==> src/rtl/pulse_gen_pkg.sv <==
// pulse_gen_pkg: shared widths, reset divisor, run-state and divisor types for pulse_rate_gen
package pulse_gen_pkg;
  localparam int DIV_W = 16;
  localparam int DEFAULT_DIV = 25;
  typedef enum logic [1:0] {IDLE, RUN, STOP} state_t;
  typedef logic [DIV_W-1:0] div_t;
endpackage

==> src/rtl/pulse_rate_gen_load_down_counter.sv <==
// load_down_counter: down counter (clk rst en load load_val -> zero) that reloads on load and saturates at 0
module load_down_counter #(
  parameter int W = 16,
  parameter logic [W-1:0] RST_VAL = '0
) (
  input  logic         clk,
  input  logic         rst,
  input  logic         en,
  input  logic         load,
  input  logic [W-1:0] load_val,
  output logic         zero
);
  logic [W-1:0] cnt;
  always_ff @(posedge clk) begin
    if (rst) cnt <= RST_VAL;
    else if (load) cnt <= load_val;
    else if (en && cnt != '0) cnt <= cnt - W'(1);
  end
  assign zero = cnt == '0;
endmodule

==> src/rtl/pulse_rate_gen.sv <==
// pulse_rate_gen: run-time reloadable strobe divider; in clk rst en div_in div_load (sync_in under PULSE_SYNC_EN), out pulse div_ack pending
module pulse_rate_gen #(
  parameter int DIV_W = pulse_gen_pkg::DIV_W,
  parameter int DEFAULT_DIV = pulse_gen_pkg::DEFAULT_DIV
) (
  input  logic             clk,
  input  logic             rst,
  input  logic             en,
  input  logic [DIV_W-1:0] div_in,
  input  logic             div_load,
`ifdef PULSE_SYNC_EN
  input  logic             sync_in,
`endif
  output logic             div_ack,
  output logic             pending,
  output logic             pulse
);
  import pulse_gen_pkg::*;
  localparam logic [DIV_W-1:0] ONE = DIV_W'(1);
  localparam logic [DIV_W-1:0] DEF = DIV_W'(DEFAULT_DIV);
  logic [DIV_W-1:0] div_active, div_shadow, load_val;
  logic zero, term, apply, ld, sync_run;
  state_t st;
  always_comb begin
    st = !en ? IDLE : (div_active == '0 ? STOP : RUN);
`ifdef PULSE_SYNC_EN
    sync_run = sync_in && st == RUN;
`else
    sync_run = 1'b0;
`endif
    term = st == RUN && zero;
    apply = pending && (term || sync_run || st != RUN);
    ld = apply || (st == RUN && (zero || sync_run));
    load_val = apply ? (div_shadow == '0 ? '0 : div_shadow - ONE) : div_active - ONE;
  end
  load_down_counter #(.W(DIV_W), .RST_VAL(DEF - ONE)) u_cnt (
    .clk(clk),
    .rst(rst),
    .en(st == RUN),
    .load(ld),
    .load_val(load_val),
    .zero(zero)
  );
  always_ff @(posedge clk) begin
    if (rst) begin
      div_active <= DEF;
      div_shadow <= DEF;
      pending <= 1'b0;
      div_ack <= 1'b0;
      pulse <= 1'b0;
    end else begin
      if (div_load) div_shadow <= div_in;
      if (apply) div_active <= div_shadow;
      pending <= div_load || (pending && !apply);
      div_ack <= apply;
      pulse <= term && !sync_run;
    end
  end
endmodule

==> config.mk <==
export PLATFORM = sky130hd
export DESIGN_NAME = pulse_rate_gen
export DESIGN_NICKNAME = d
export VERILOG_FILES = /design/src/rtl/pulse_gen_pkg.sv /design/src/rtl/pulse_rate_gen_load_down_counter.sv /design/src/rtl/pulse_rate_gen.sv
export SDC_FILE = /design/constraint.sdc
export NUM_CORES = 1
export LEC_CHECK = 0
export BUFFER_PORTS_ARGS = -buffer_cell sky130_fd_sc_hd__buf_2
export CAP_MARGIN = 20
export CORE_AREA = 4 4 93 95
export DETAILED_ROUTE_END_ITERATION = 16
export DIE_AREA = 0 0 97 99
export SYNTH_ARGS = -nofsm -noshare
export SYNTH_HDL_FRONTEND = slang
export SYNTH_SLANG_ARGS = --single-unit
==> constraint.sdc <==
create_clock -name clk -period 2.5 [get_ports clk]
set_clock_uncertainty 0.05 [all_clocks]
set_input_delay 0.375 -clock clk [delete_from_list [all_inputs] [get_ports clk]]
set_output_delay 0.375 -clock clk [all_outputs]
set_load 0.02 [all_outputs]
### Yosys cells after proc, flatten, opt, wreduce, memory -nomap -nowiden

Cells that the tools add are included.

| storage, ports and cells | value |
|---|---|
| flip-flop bits (word level) | 51 |

| cells by class | value |
|---|---|
| add/sub/neg operators | 3 |
| equality and inequality tests | 2 |
| mux-type cells | 6 |
| reductions and logical operators | 13 |

Operators by type and width:

| cell | count |
|---|---|
| $mux 16 | 4 |
| $logic_not 16->1 | 3 |
| $sub 16x1->16 const B | 3 |
| $reduce_bool 16->1 | 1 |
| $logic_and 1x1->1 | 4 |
| $mux 2 | 2 |
| $logic_or 1x1->1 | 3 |
| $eq 2x1->1 const B | 1 |
| $ne 2x1->1 const B | 1 |
| $reduce_bool 2->1 | 1 |
| $logic_not 1->1 | 1 |

### Depth between registers and ports, before layout

Gate-level depths: netlist of the first run.

| logic depth | value |
|---|---|
| word-level depth | 10 |
| mapped depth | 10 |
| mapped depth without buffers | 8 |

### Modules after synthesis

A second synthesis of the first run with hierarchy kept.

| unflattened totals | value |
|---|---|
| cells, all modules | 364 |
| area, all modules | 3,111.7 um^2 |

By module, submodules not included:

| module | instances | cells each | area an instance (um^2) | sequential area each (um^2) |
|---|---|---|---|---|
| pulse_rate_gen | 1 | 238 | 2,018.2 | 700.7 |
| load_down_counter | 1 | 126 | 1,093.5 | 320.3 |

### Least setup slack after synthesis of the first run

OpenSTA, ideal clock, no wires.

| path | value |
|---|---|
| path type | register to register |
| start point | reg u_cnt.cnt[10] |
| end point | reg u_cnt.cnt[11] |
| library setup time | 0.117 ns |
| data arrival time | 2.130 ns |
| data required time | 2.333 ns |
| path slack | 0.202 ns |
| cell stages (with the launch flop) | 8 |
| path buffers | 1 |
| period minus slack after synthesis | 2.298 ns |
| path through | dfxtp_1 or4_4 or4_4 o21ai_4 and2_1 buf_6 a221oi_1 a32o_1 |

| on the way | value |
|---|---|
| word-level cells in the longest chain between the ends | 6 |
| elaborated cells between the ends (all ways) | 12 |

RTL lines:

| what | RTL line | text |
|---|---|---|
| start: declaration | pulse_rate_gen_load_down_counter.sv:13 | `logic [W-1:0] cnt;` |
| start signal: assignment | pulse_rate_gen_load_down_counter.sv:16 | `else if (load) cnt <= load_val;` |
| start signal: assignment | pulse_rate_gen_load_down_counter.sv:17 | `else if (en && cnt != '0) cnt <= cnt - W'(1);` |
| parallel branches: the longest is 6 deep, another holds $sub 16x1->16 | n/a |  |

Several ways; the timed one is not identified. The select of a mux whose other input is x is not followed.
A chain may end at the register's enable or synchronous reset.

### Final worst setup path of the first run

| path | value |
|---|---|
| start point | reg u_cnt.cnt[10] |
| end point | reg u_cnt.cnt[6] |

| on the way | value |
|---|---|
| word-level cells in the longest chain between the ends | 6 |
| elaborated cells between the ends (all ways) | 10 |

RTL lines:

| what | RTL line | text |
|---|---|---|
| $logic_not 16->1 | pulse_rate_gen_load_down_counter.sv:19 | `assign zero = cnt == '0;` |
| $logic_and 1x1->1 | pulse_rate_gen.sv:31, pulse_rate_gen.sv:33 |  |
| $logic_or 1x1->1 | pulse_rate_gen.sv:32 | `apply = pending && (term \|\| sync_run \|\| st != RUN);` |
| $logic_and 1x1->1 | pulse_rate_gen.sv:32 |  |
| $mux 16 or $logic_or 1x1->1 (tied branches) | pulse_rate_gen.sv:34, pulse_rate_gen.sv:33 |  |
| $mux 16 or $reduce_bool 2->1 (tied branches) | n/a |  |

Several ways; a longest one is shown, not always the timed one.

==> run summary, run 1 <==
Buffers placed on the I/O ports in this run total 22. The post-layout net count is 452. The maximum buffer depth of the clock tree came out at 2. After detailed routing, no signal wire sits above met4.

The logs give 530 for the count of non-filler cells in the finished layout and 2.68 ns for the required time of the critical path. The logs give 61 for the post-synthesis cell type count and 3012 for the routed via count. The core region is 7727 um2. The clock sink count is 51, and the worst vdd rail ir drop is 0.0002231 V.

The iteration-0 DRC count of the detailed router came out at 196. The critical path is of the reg2reg type. The mean instance size in the synthesized netlist works out to 8.098 um2. The worst register-to-register path ends at u_cnt.cnt[6]$_SDFFE_PP0P_.

The tools report the met3 wire length as 456 um. In this run the cell area measured after placement is 3500 um2. The minimum setup slack among reg-to-reg paths was 0.08 ns.

The floorplan step set the die width to 97 um. The logs give 0 for the number of antenna violations at the first check in global routing and 0 for the residual overflow from global routing. The count of inserted antenna diode cells was 0.

After detailed routing, the number of remaining DRC violations is 0. The run gives 27 as the pin count of the biggest net entering global routing. For the worst flop-to-flop path, the logic depth is 7. In this run, placement finished with an instance count of 522. The most numerous cell type found on the critical path is or4_4. The tools report the source of the worst hold timing path as div_in[4]. Count of max-cap constraint violations: 0. The run gives 8746 um as the total wirelength of the detailed-routed design.

The synthesized netlist occupies a cell area of 3037 um2. The signal on the critical path passes through or4_4 > or4_4 > o21ai_4 > buf_4 > o21a_1 > o22ai_1 > a311oi_1. The die height was 99 um; the number of detailed-route iterations in the first pass was 5. The wire length of the first global-routing pass is 14310 um. Post-route fraction of the period consumed by the critical path: 96.73%. The number of nets in the synthesized netlist is 400.

After detailed routing, the met2 layer carries 4007 um of wire. The worst setup path is launched from a flop. The tools report the number of pins with negative max-slew slack in the final report as 0. For this run, the leading register cell type out of synthesis is dfxtp_1. The fraction of layout instances using a drive strength above 1 was 23.83%; the maximum operating frequency was 413.5 MHz.

Synthesis inferred 51 register bits. The layout has 777 filler cells. The worst hold path class was in2reg. At the end of routability-driven placement, the weighted congestion stood at 0.9879.

Register clock-pin slew on the reported worst setup and hold paths: 0.10 ns. The worst setup path startpoint is u_cnt.cnt[10]$_SDFFE_PP0P_. The top cell types in the final layout, fill and taps aside, are nand2_1 (49), dfxtp_1 (49), buf_4 (44).

Average wire length per cell after detail routing: 16.50 um. Along the worst path, the maximum fanout reaches 6. The number of enable-type register cells in the synthesized netlist was 0. The Yosys step of the flow raised 0 warnings. The run gives 3659 um2 as the cell area after layout. At the worst endpoint, the arrival time is 2.59 ns. Summed over all nets, the half-perimeter wirelength after detailed placement is 6653 um. The number of global-route vias before repair was 2810. For hold timing, the worst endpoint is div_shadow[4]$_SDFFE_PP1P_.

The register area share after synthesis is 33.62%. The run gives 23 as the total I/O pin count. STA classifies the critical path endpoint as a flop.

The total number of placement rows was 32; the number of hold-slack violations in the final timing report was 0. TritonCTS built the clock tree. The CTS buffer count was 5. The cell depth of the worst min-delay path was 3; the static leakage was 1.404 nW.

For the clock latency on the worst-skew pair, the log shows 0.31 ns. The worst pin sits at a relative slew slack of 57.40%. The layout overhead on the synthesized area was 20.48%; the clock period minus worst slack was 2.418 ns. In this run the remaining antenna-violating nets after routing total 0. Cell at the slowest stage of the critical path: or4_4. The flow ran to the end, and the final reports show no timing, DRC or antenna violations. Critical register-to-register path startpoint: u_cnt.cnt[10]$_SDFFE_PP0P_. After routing, the total negative slack on setup checks comes to 0 ns. The power per unit of standard cell area works out to 497.8 nW/um2. The floorplan step defined a die boundary enclosing 9603 um2. CTS built an H-tree with a depth of 2.

Dividing the detail-routed via count by the number of cells gives 5.683. Global routing used 18.27% of the available tracks across all layers. Hold repair after CTS inserted 0 buffers. Setup repair after global routing left no endpoint under its margin.

The proportion of synthesized flip-flops having asynchronous set or reset was 0%. Hold timing on the final database bottoms out at a slack of 0.2268 ns. On the worst path, the slowest cell contributes a delay of 0.58 ns.

The cell count after synthesis is 375. Initial core utilization: 39.30%. CTS placed an instance of clkbuf_8 at the clock tree root.

At the pin with the least slew margin, the transition time is 0.6382 ns. The detailed-routing wirelength on met1 was 4105 um. The number of endpoints failing setup at the final stage was 0.
==> kinds of logic (layout without fill, tap and decap cells) <==
kind of cell	after synthesis	in the layout	synth area share (%)
fa+ha+maj	5	5	2.060
xor+xnor	23	23	6.634
buf+inv	29	82	4.450
simple gates	167	167	28.76
mux	17	17	5.604
compound gates	83	83	18.87
flops	51	51	33.62
==> how the worst max path moves through the flow <==
stage	endpoint	cells past startpoint	slack (ns)
after floorplan	u_cnt.cnt[11]$_SDFFE_PP0P_	7	0.20
after global placement	u_cnt.cnt[10]$_SDFFE_PP0P_	7	0.1
after detailed placement	u_cnt.cnt[10]$_SDFFE_PP0P_	7	0.0004
after CTS	u_cnt.cnt[15]$_SDFFE_PP0P_	6	0.02
after global routing	u_cnt.cnt[6]$_SDFFE_PP0P_	7	0.004
final	u_cnt.cnt[6]$_SDFFE_PP0P_	7	0.08
==> report_power, final <==
group          switching (mW)  leakage (nW)  internal [mW]  total [mW]
clock                   0.295        0.0474          0.227       0.522
combinational           0.210         0.937          0.172       0.382
sequential             0.0581         0.419          0.859       0.917
==> state kept, by name (all words and copies together) (netlist names) <==
register / flops
div_shadow: 16
div_active: 16
div_ack: 1
u_cnt.cnt: 16
pulse: 1
pending: 1
==> layout make-up <==
class | instances | area (um2) | area share, %
Multi-Input combinational cell | 295 | 1938 | 52.98
Sequential cell | 51 | 1023 | 27.98
Timing Repair Buffer | 66 | 440.4 | 12.04
Tap cell | 102 | 127.6 | 3.488
Clock buffer | 6 | 82.58 | 2.257
Inverter | 8 | 30.03 | 0.8208
Clock inverter | 2 | 16.27 | 0.4446
==> critical path, delay by kind of cell (launching register included) <==
kind	cells	cell delay (ns)
buffers and inverters	1	0.19
flip-flops	1	0.36
AND/OR/NAND/NOR	2	1.04
AO/OA/AOI/OAI	4	0.70
==> cell usage after synthesis, types with 2 or more instances <==
cell,instances,share of area (%)
mux2i_1,17,5.6
or4_1,7,1.7
a211oi_1,3,0.74
a2111oi_2,2,0.99
a32o_1,2,0.66
or3_1,6,1.2
xor2_1,12,3.5
a32oi_1,3,0.87
nor4b_1,2,0.58
clkbuf_1,11,1.4
nand2_1,49,6.1
o22ai_1,2,0.41
a221oi_1,2,0.58
or3_4,2,0.74
ha_1,5,2.1
nor2_1,37,4.6
dfxtp_1,51,34
inv_1,7,0.87
buf_6,3,1.1
a21oi_1,29,4.8
buf_1,4,0.49
or4_4,3,1.1
o211ai_1,4,0.99
xnor2_1,11,3.2
a22oi_1,4,0.99
nand3_1,9,1.5
buf_2,2,0.33
nor3_1,20,3.3
nor2b_1,3,0.62
o21a_1,3,0.74
a22o_1,2,0.58
or2_2,3,0.62
o21ai_0,10,1.6
a31oi_1,3,0.62
a311oi_1,2,0.58
o31ai_1,3,0.74
nor4_1,13,2.7
==> stage by stage <==
| step | setup slack [ns] | util [%] | total power, mW |
|---|---|---|---|
| 4_1_cts | 0.01666 | 46.63 | 1.825 |
| 6_report | 0.08187 | 47.34 | 1.821 |
| 2_1_floorplan | 0.2024 | - | 1.162 |
| 3_5_place_dp | 0.0003606 | 45.29 | 1.305 |
| 3_3_place_gp | 0.09647 | 45.29 | 1.299 |
| 5_1_grt | 0.003560 | 47.34 | 1.921 |
==> layer usage <==
metal	vias to the layer above	track usage (%)
met2	105	29.19
met5	-	0
met1	1403	25.22
met4	0	6.695
li1	1485	-
met3	19	2.335
==> timing repair <==
action                                 4_1_cts  5_1_grt
setup endpoints to repair                    1       19
pin swaps                                    0        1
resized for setup                            1       13
setup buffers                                0        0
endpoints found under the hold margin        0        0
(Power assumes the default switching activity.)
==> inputs of run 2 (changes only) <==
--- a/config.mk
+++ b/config.mk
@@ -7,9 +7,9 @@
 export LEC_CHECK = 0
 export BUFFER_PORTS_ARGS = -buffer_cell sky130_fd_sc_hd__buf_2
 export CAP_MARGIN = 20
-export CORE_AREA = 4 4 93 95
+export CORE_AREA = 4 4 99 101
 export DETAILED_ROUTE_END_ITERATION = 16
-export DIE_AREA = 0 0 97 99
+export DIE_AREA = 0 0 103 105
 export SYNTH_ARGS = -nofsm -noshare
 export SYNTH_HDL_FRONTEND = slang
 export SYNTH_SLANG_ARGS = --single-unit
==> constraint.sdc (replaced) <==
create_clock -name clk -period 2.35 [get_ports clk]
set_clock_uncertainty 0.05 [all_clocks]
set_input_delay 0.3525 -clock clk [delete_from_list [all_inputs] [get_ports clk]]
set_output_delay 0.3525 -clock clk [all_outputs]
set_load 0.02 [all_outputs]
==> run summary, run 2 (synthesized netlist as in run 1, its figures left out) <==
The flow ran to the end, and the final reports show no timing, DRC or antenna violations. Leaving out fill and tap cells, the most frequent cell in the layout is buf_4. Once placement finished, the instance area stood at 3684 um2. After clock tree synthesis, the clock-pin slew on the worst setup and hold paths is 0.10 ns.

At the worst endpoint, the required time is 2.49 ns. The count of nets left with antenna violations after detail routing came out at 0. The path class of the tightest hold or removal check is in2reg.

The maximum fanout along the worst path is 13, and the number of hold-slack violations in the final timing report is 0. The worst register-to-register path begins at u_cnt.cnt[10]$_SDFFE_PP0P_. Power spread over the standard cell area amounts to 525.1 nW/um2.

The layout overhead on the synthesized area is 30.41%. The tools report the source of the worst hold timing path as div_in[3]. STA classifies the critical path endpoint as a flop. Entering global routing, the biggest net connects 24 pins. Measured against its own limit, the worst slew margin works out to 67.66%. The logs give 0.31 ns for the clock latency on the worst-skew pair and 198 for the iteration-0 DRC count of the detailed router.

Global routing consumed, on the met1 layer, 24.51% of the routing resources. The average wire length per cell after detail routing works out to 16.15 um. Static leakage: 1.560 nW. The residual overflow from global routing came out at 0. The signal on the critical path passes through or4_4 > or4_4 > o21ai_4 > nand2_4 > a221oi_1 > a2111oi_2.

The post-DP HPWL was 6935 um. On the critical path, the stage with the largest delay is an instance of or4_4. The clock sink count was 51; the total I/O pin count was 23. The final total negative setup slack was 0 ns; the overall power was 2.079 mW. At the end of routability-driven placement, the weighted congestion stood at 0.9610. The met3 track demand over resource in global routing was 3.138%. TritonCTS built the clock tree. Setup repair after global routing could not meet its margin everywhere. Cell depth of the worst min-delay path: 3. The most frequent cell on the critical path was or4_4.

The CTS buffer count is 5, and the count of max-cap constraint violations is 0. The total area inside the core boundary comes to 9021 um2. For this run, global-route usage on met2 was measured as 26.90%. Timing would allow up to 428.3 MHz. Of the available clock period, the critical path in the final layout requires 99.36%. The number of global-route vias before repair is 2878, and the cell area after layout is 3960 um2.

Across the VDD grid, the largest voltage drop is 0.0002570 V. The logic depth of the worst register-to-register path works out to 6. The run gives 2 as the H-tree depth reported by CTS. In this run the deepest clock path goes through 2 buffers. The clock tree root buffer cell is clkbuf_8. For this run, design rule violations remaining after detail routing come to 0. The horizontal extent of the die is 103 um, and the routed via count is 3083. At the placement stage, the worst setup path has a slack of 0.01039 ns.

The tools report the category of the worst setup path launch point as a flop. The vias per cell is 5.447. On the worst path, the slowest cell contributes a delay of 0.53 ns.

For this configuration, the core starts out at a cell density of 33.66%. Of the cells placed in the final design, the portion with a size suffix greater than 1 is 30.55%. Wire length of the first global-routing pass: 14870 um. For the worst setup path, the data arrival time is 2.47 ns.

For this block, the routed nets add up to 9139 um of wire. Count of buffers inserted at the top-level ports: 22. For the pin with the worst max-slew slack, the measured transition is 0.4852 ns. Across all setup checks in the final design, the least slack found is 0.01506 ns. Type of the worst setup path: reg2reg. The worst setup path startpoint is u_cnt.cnt[10]$_SDFFE_PP0P_. The total number of placement rows came out at 35. The library cells used most frequently in the layout, excluding fill and tap cells, are buf_4 (69), dfxtp_1 (51), nand2_1 (47). The number of antenna violations at the first check in global routing was 0. The number of antenna diodes in the final layout is 0. The net count of the finished layout is 479. Across every metal layer, demand over resource in global routing totals 17.28%. The clock period minus worst slack is 2.335 ns. The largest registers in the layout are div_active: 16 flops, div_shadow: 16 flops, u_cnt.cnt: 16 flops. The die is 105 um tall. The number of endpoints failing setup at the final stage is 0, and the number of pins with negative max-slew slack in the final report is 0. Global-route layer with the greatest usage: met2. Overall die area: 10820 um2. The first detailed-routing pass ran for 6 iterations.
## run 2: cell types whose count changed in the layout (fill, tap and decap cells not counted), sizes merged
cell / delta
clkbuf: -1
clkinvlp: -1
clkinv: +1
buf: +27
bufinv: +1
## run 2: metal layers
metal	vias up	part of all wire, %	routed length [um]
met2	106	47	4251
li1	1534	-	-
met3	13	5.7	525
met5	-	0	0
met1	1430	46	4236
met4	0	1.4	126
## run 2: where the power goes
| group | internal [mW] | total, mW | switching, mW | leakage, nW |
|---|---|---|---|---|
| clock | 0.318 | 0.631 | 0.313 | 0.0581 |
| sequential | 0.913 | 0.960 | 0.0466 | 0.419 |
| combinational | 0.230 | 0.489 | 0.259 | 1.08 |
## run 2: area by class of cell
cell class / count / area [um2]
Clock buffer: 5 / 68.82
Tap cell: 111 / 138.9
Clock inverter: 3 / 43.79
Sequential cell: 51 / 1021
Timing Repair Buffer: 93 / 654.4
Fill cell: 919 / 5061
Multi-Input combinational cell: 295 / 2003
Inverter: 8 / 30.03
## run 2: worst max-delay path: cells and delay by family (launching register included)
| kind | cells | cell delay (ns) |
|---|---|---|
| AOI/OAI and AO/OA | 3 | 0.69 |
| and+or+nand+nor | 3 | 1.14 |
| DFF | 1 | 0.33 |
## run 2: path summary, 6_finish.rpt
check	to	slack, ns
max	u_cnt.cnt[13]$_SDFFE_PP0P_	0.02
min	div_shadow[3]$_SDFFE_PP1P_	0.21
max reg2reg	u_cnt.cnt[13]$_SDFFE_PP0P_	0.02
min reg2reg	div_active[2]$_SDFFE_PP0P_	0.46
## run 2: per-stage QoR
step                      cells  utilization [%]  hold WS [ns]
after floorplan             375                -        0.4099
after global placement      554            40.83        0.4288
after detailed placement    554            40.83        0.4406
after CTS                   562            42.29        0.2055
after global routing        566            43.90        0.2001
final                       566            43.90        0.2146
## run 2: timing repair
item                       4_1_cts  5_1_grt
pin swaps                        0        5
buffers inserted                 0        4
hold buffers                     0        0
setup endpoints to repair        2       29
gates resized for setup          3       26
==> inputs of run 3 (changes only) <==
--- a/config.mk
+++ b/config.mk
@@ -5,11 +5,12 @@
 export SDC_FILE = /design/constraint.sdc
 export NUM_CORES = 1
 export LEC_CHECK = 0
+export ABC_AREA = 1
 export BUFFER_PORTS_ARGS = -buffer_cell sky130_fd_sc_hd__buf_2
 export CAP_MARGIN = 20
-export CORE_AREA = 4 4 99 101
+export CORE_AREA = 4 4 101 103
 export DETAILED_ROUTE_END_ITERATION = 16
-export DIE_AREA = 0 0 103 105
+export DIE_AREA = 0 0 105 107
 export SYNTH_ARGS = -nofsm -noshare
 export SYNTH_HDL_FRONTEND = slang
 export SYNTH_SLANG_ARGS = --single-unit
==> run summary, run 3 <==
The run gives 284 as the iteration-0 DRC count of the detailed router. The run gives 0.9282 as the weighted congestion at the end of routability-driven global placement. Entering global routing, the biggest net connects 34 pins.

The library cell used most frequently in the layout, excluding fill and tap cells, is nand2_1. The worst hold path class was in2reg. TritonCTS built the clock tree.

After floorplanning, the core was divided into 35 placement rows. The logs give 0 for the number of antenna violations at the first check in global routing and 0 for the number of hold-slack violations in the final timing report. For the initial core utilization, the log shows 34.98%. STA classifies the critical path startpoint as a flop. The post-route fraction of the period consumed by the critical path was 91.17%; the maximum buffer depth of the clock tree was 2. In this run, synthesis inferred 0 flip-flops with an integrated enable. For this run, the detailed router's first-pass iteration total came to 5. The HPWL after detailed placement is 6815 um. The post-layout net count was 551. The die is 105 um wide. After global routing the overflow that remains totals 0. By area the synthesized netlist is led by dfxtp_1 (32%), nand2_1 (13%), nor2_1 (10%), o21ai_0 (7.5%), a21oi_1 (6.8%). Max-cap violations in this run came to 0. The type of the worst setup path is reg2reg. The tools report the maximum operating frequency as 466.7 MHz. CTS saw 51 sinks. Setup violations remaining at the end of the flow were counted as 0. The logs give 0 for the remaining design rule violation count and 5 for the CTS buffer count. The total of fill cells in the finished design is 1001. Leaving out fill and tap cells, the most frequent cells in the layout are nand2_1 (113), nor2_1 (89), inv_1 (53). The synthesized design devotes to its leading area cell type 31.74% of total area.

In this run the static leakage power is 1.608 nW. The multi-input combinational cells in the finished layout cover a total of 1891 um2. Count of inserted antenna diode cells: 0. On the final layout, the worst hold slack is 0.1970 ns.

Along the worst path, the maximum fanout reaches 19. The number of gates resized after cts is 0. The largest registers in the layout are div_active: 16 flops, div_shadow: 16 flops, u_cnt.cnt: 16 flops. The tools report the final design utilization as 37.99%. Yosys printed 0 warnings. The combined flip-flop and latch cell area is 1021 um2, and the relative slew slack is 57.15%.

Of the synthesized area, sequential elements account for 31.74%. The mapped cell area came out at 3217 um2. The flow ran to the end, and the final reports show no timing, DRC or antenna violations. The count of buffers inserted at the top-level ports is 22. Global routing used 16.27% of the available tracks.

Synthesis inferred 51 register bits. The number of pins with negative max-slew slack in the final report was 0; the wire length of the first global-routing pass was 14920 um. The clock reaches the later pin of the worst-skew pair after 0.31 ns. The setup fix buffers added after clock tree synthesis was 0; the clock period minus worst slack was 2.143 ns. In the post-synthesis netlist, the cell with the most instances is nand2_1.

CTS placed an instance of clkbuf_8 at the clock tree root. Synthesis produced a netlist whose cell count is 508. VDD sags by at most 0.0002137 V. STA puts the critical path data required time at 2.52 ns. In this run the remaining antenna-violating nets after routing total 0. The tools report the placed instance area as 3401 um2.

The netlist uses 31 different library cells. The proportion of synthesized flip-flops having asynchronous set or reset was 0%. Of all cell types, the one taking the most synthesized area is dfxtp_1. Compared with the post-synthesis result, the final layout area differs by 8.596%.

The region available for standard cell placement spans 9196 um2. The mean instance size in the synthesized netlist was 6.332 um2. After synthesis, the most frequently instantiated cells are nand2_1 (113), nor2_1 (89), inv_1 (53), dfxtp_1 (51), o21ai_0 (48). The total wirelength of the detailed-routed design came out at 8824 um.

The average wire length per cell after detail routing was 13.83 um; the count of hold-fix buffers inserted at cts was 0. Dividing the detail-routed via count by the number of cells gives 5.071. Setup repair after global routing left no endpoint under its margin.

The actual slew at the worst max-slew pin was 0.6421 ns; the number of nets in the synthesized netlist was 533. Commonest register cell after synthesis: dfxtp_1. The arrival time of data at the critical path endpoint is 2.31 ns, and the H-tree depth reported by CTS is 2. The die covers 11240 um2. The cell area after layout was 3493 um2; the die height was 107 um.

The register clock-pin slew on the reported worst setup and hold paths was 0.11 ns; the final total negative setup slack was 0 ns. The number of global-route vias before repair was 3085; the total I/O pin count was 23. The fraction of layout instances using a drive strength above 1 came out at 9.298%. For this block, the via count after detailed routing is 3235. The critical path capture point type was a flop. Power per unit of standard cell area: 564.7 nW/um2.
run 3: changes by cell type after synthesis, moves of 6 or more:
cell / delta
nand3_1: +19
nand2_1: +64
xor2_1: +12
nor4_1: -11
nor2_1: +52
xnor2_1: -10
or3_1: -6
inv_1: +46
or4_1: -7
mux2i_1: -17
o21ai_0: +38
nor3_1: -17
a21oi_1: +15
run 3: final cells by class:
type / instances / area share (%)
multi-input cells: 386 / 54.12
well taps: 111 / 3.976
repair buffers: 26 / 4.011
clock buffers: 5 / 1.970
inverters: 56 / 6.017
clock inverters: 3 / 0.6805
flip-flops and latches: 51 / 29.23
run 3: report_power, final:
group | total (mW) | switching, mW | leakage (nW) | internal, mW
Clock | 0.549 | 0.334 | 0.0408 | 0.214
Combinational | 0.437 | 0.286 | 1.15 | 0.150
Sequential | 0.988 | 0.0637 | 0.421 | 0.924
run 3: stage by stage:
step,setup WS [ns],power (mW),instances
2_1_floorplan,0.7354,1.324,508
3_3_place_gp,0.2741,1.438,630
3_5_place_dp,0.2527,1.439,630
4_1_cts,0.2140,1.980,638
5_1_grt,0.004045,2.093,638
6_report,0.2074,1.973,638
run 3: path summary, 6_finish.rpt:
kind | slack [ns] | start | cells past startpoint | to
setup / recovery | 0.21 | div_active[0]$_SDFFE_PP1P_ | 12 | u_cnt.cnt[9]$_SDFFE_PP0P_
hold / removal | 0.20 | div_in[3] | 3 | div_shadow[3]$_SDFFE_PP1P_
setup reg to reg | 0.21 | div_active[0]$_SDFFE_PP1P_ | 12 | u_cnt.cnt[9]$_SDFFE_PP0P_
hold reg to reg | 0.46 | div_active[5]$_SDFFE_PP0P_ | 2 | div_active[5]$_SDFFE_PP0P_
run 3: cells by family after synthesis:
family / after synthesis / share of synthesized area, %
xor+xnor: 25 / 6.807
fa+ha+maj: 5 / 1.945
flops: 51 / 31.74
compound gates: 105 / 17.15
simple gates: 251 / 32.87
buf+inv: 71 / 9.490
run 3: worst max-delay path: stages, from the launching register on:
cell,delay (ns)
dfxtp_1,0.39
inv_1,0.10
ha_1,0.20
nand3_1,0.09
nor2_1,0.06
nand2_2,0.09
nand2_1,0.10
nand2_4,0.19
nand2_2,0.22
inv_2,0.21
o21ai_0,0.11
a21oi_1,0.18
nor2_1,0.07
run 3: per-layer routing:
metal	part of all wire (%)	global-route usage (%)	vias up	routed length [um]
met5	0	0	-	0
met4	2.5	6.092	0	224
met3	4.3	2.167	19	383
met2	46	27.04	94	4055
met1	47	21.50	1451	4160
li1	-	-	1671	-
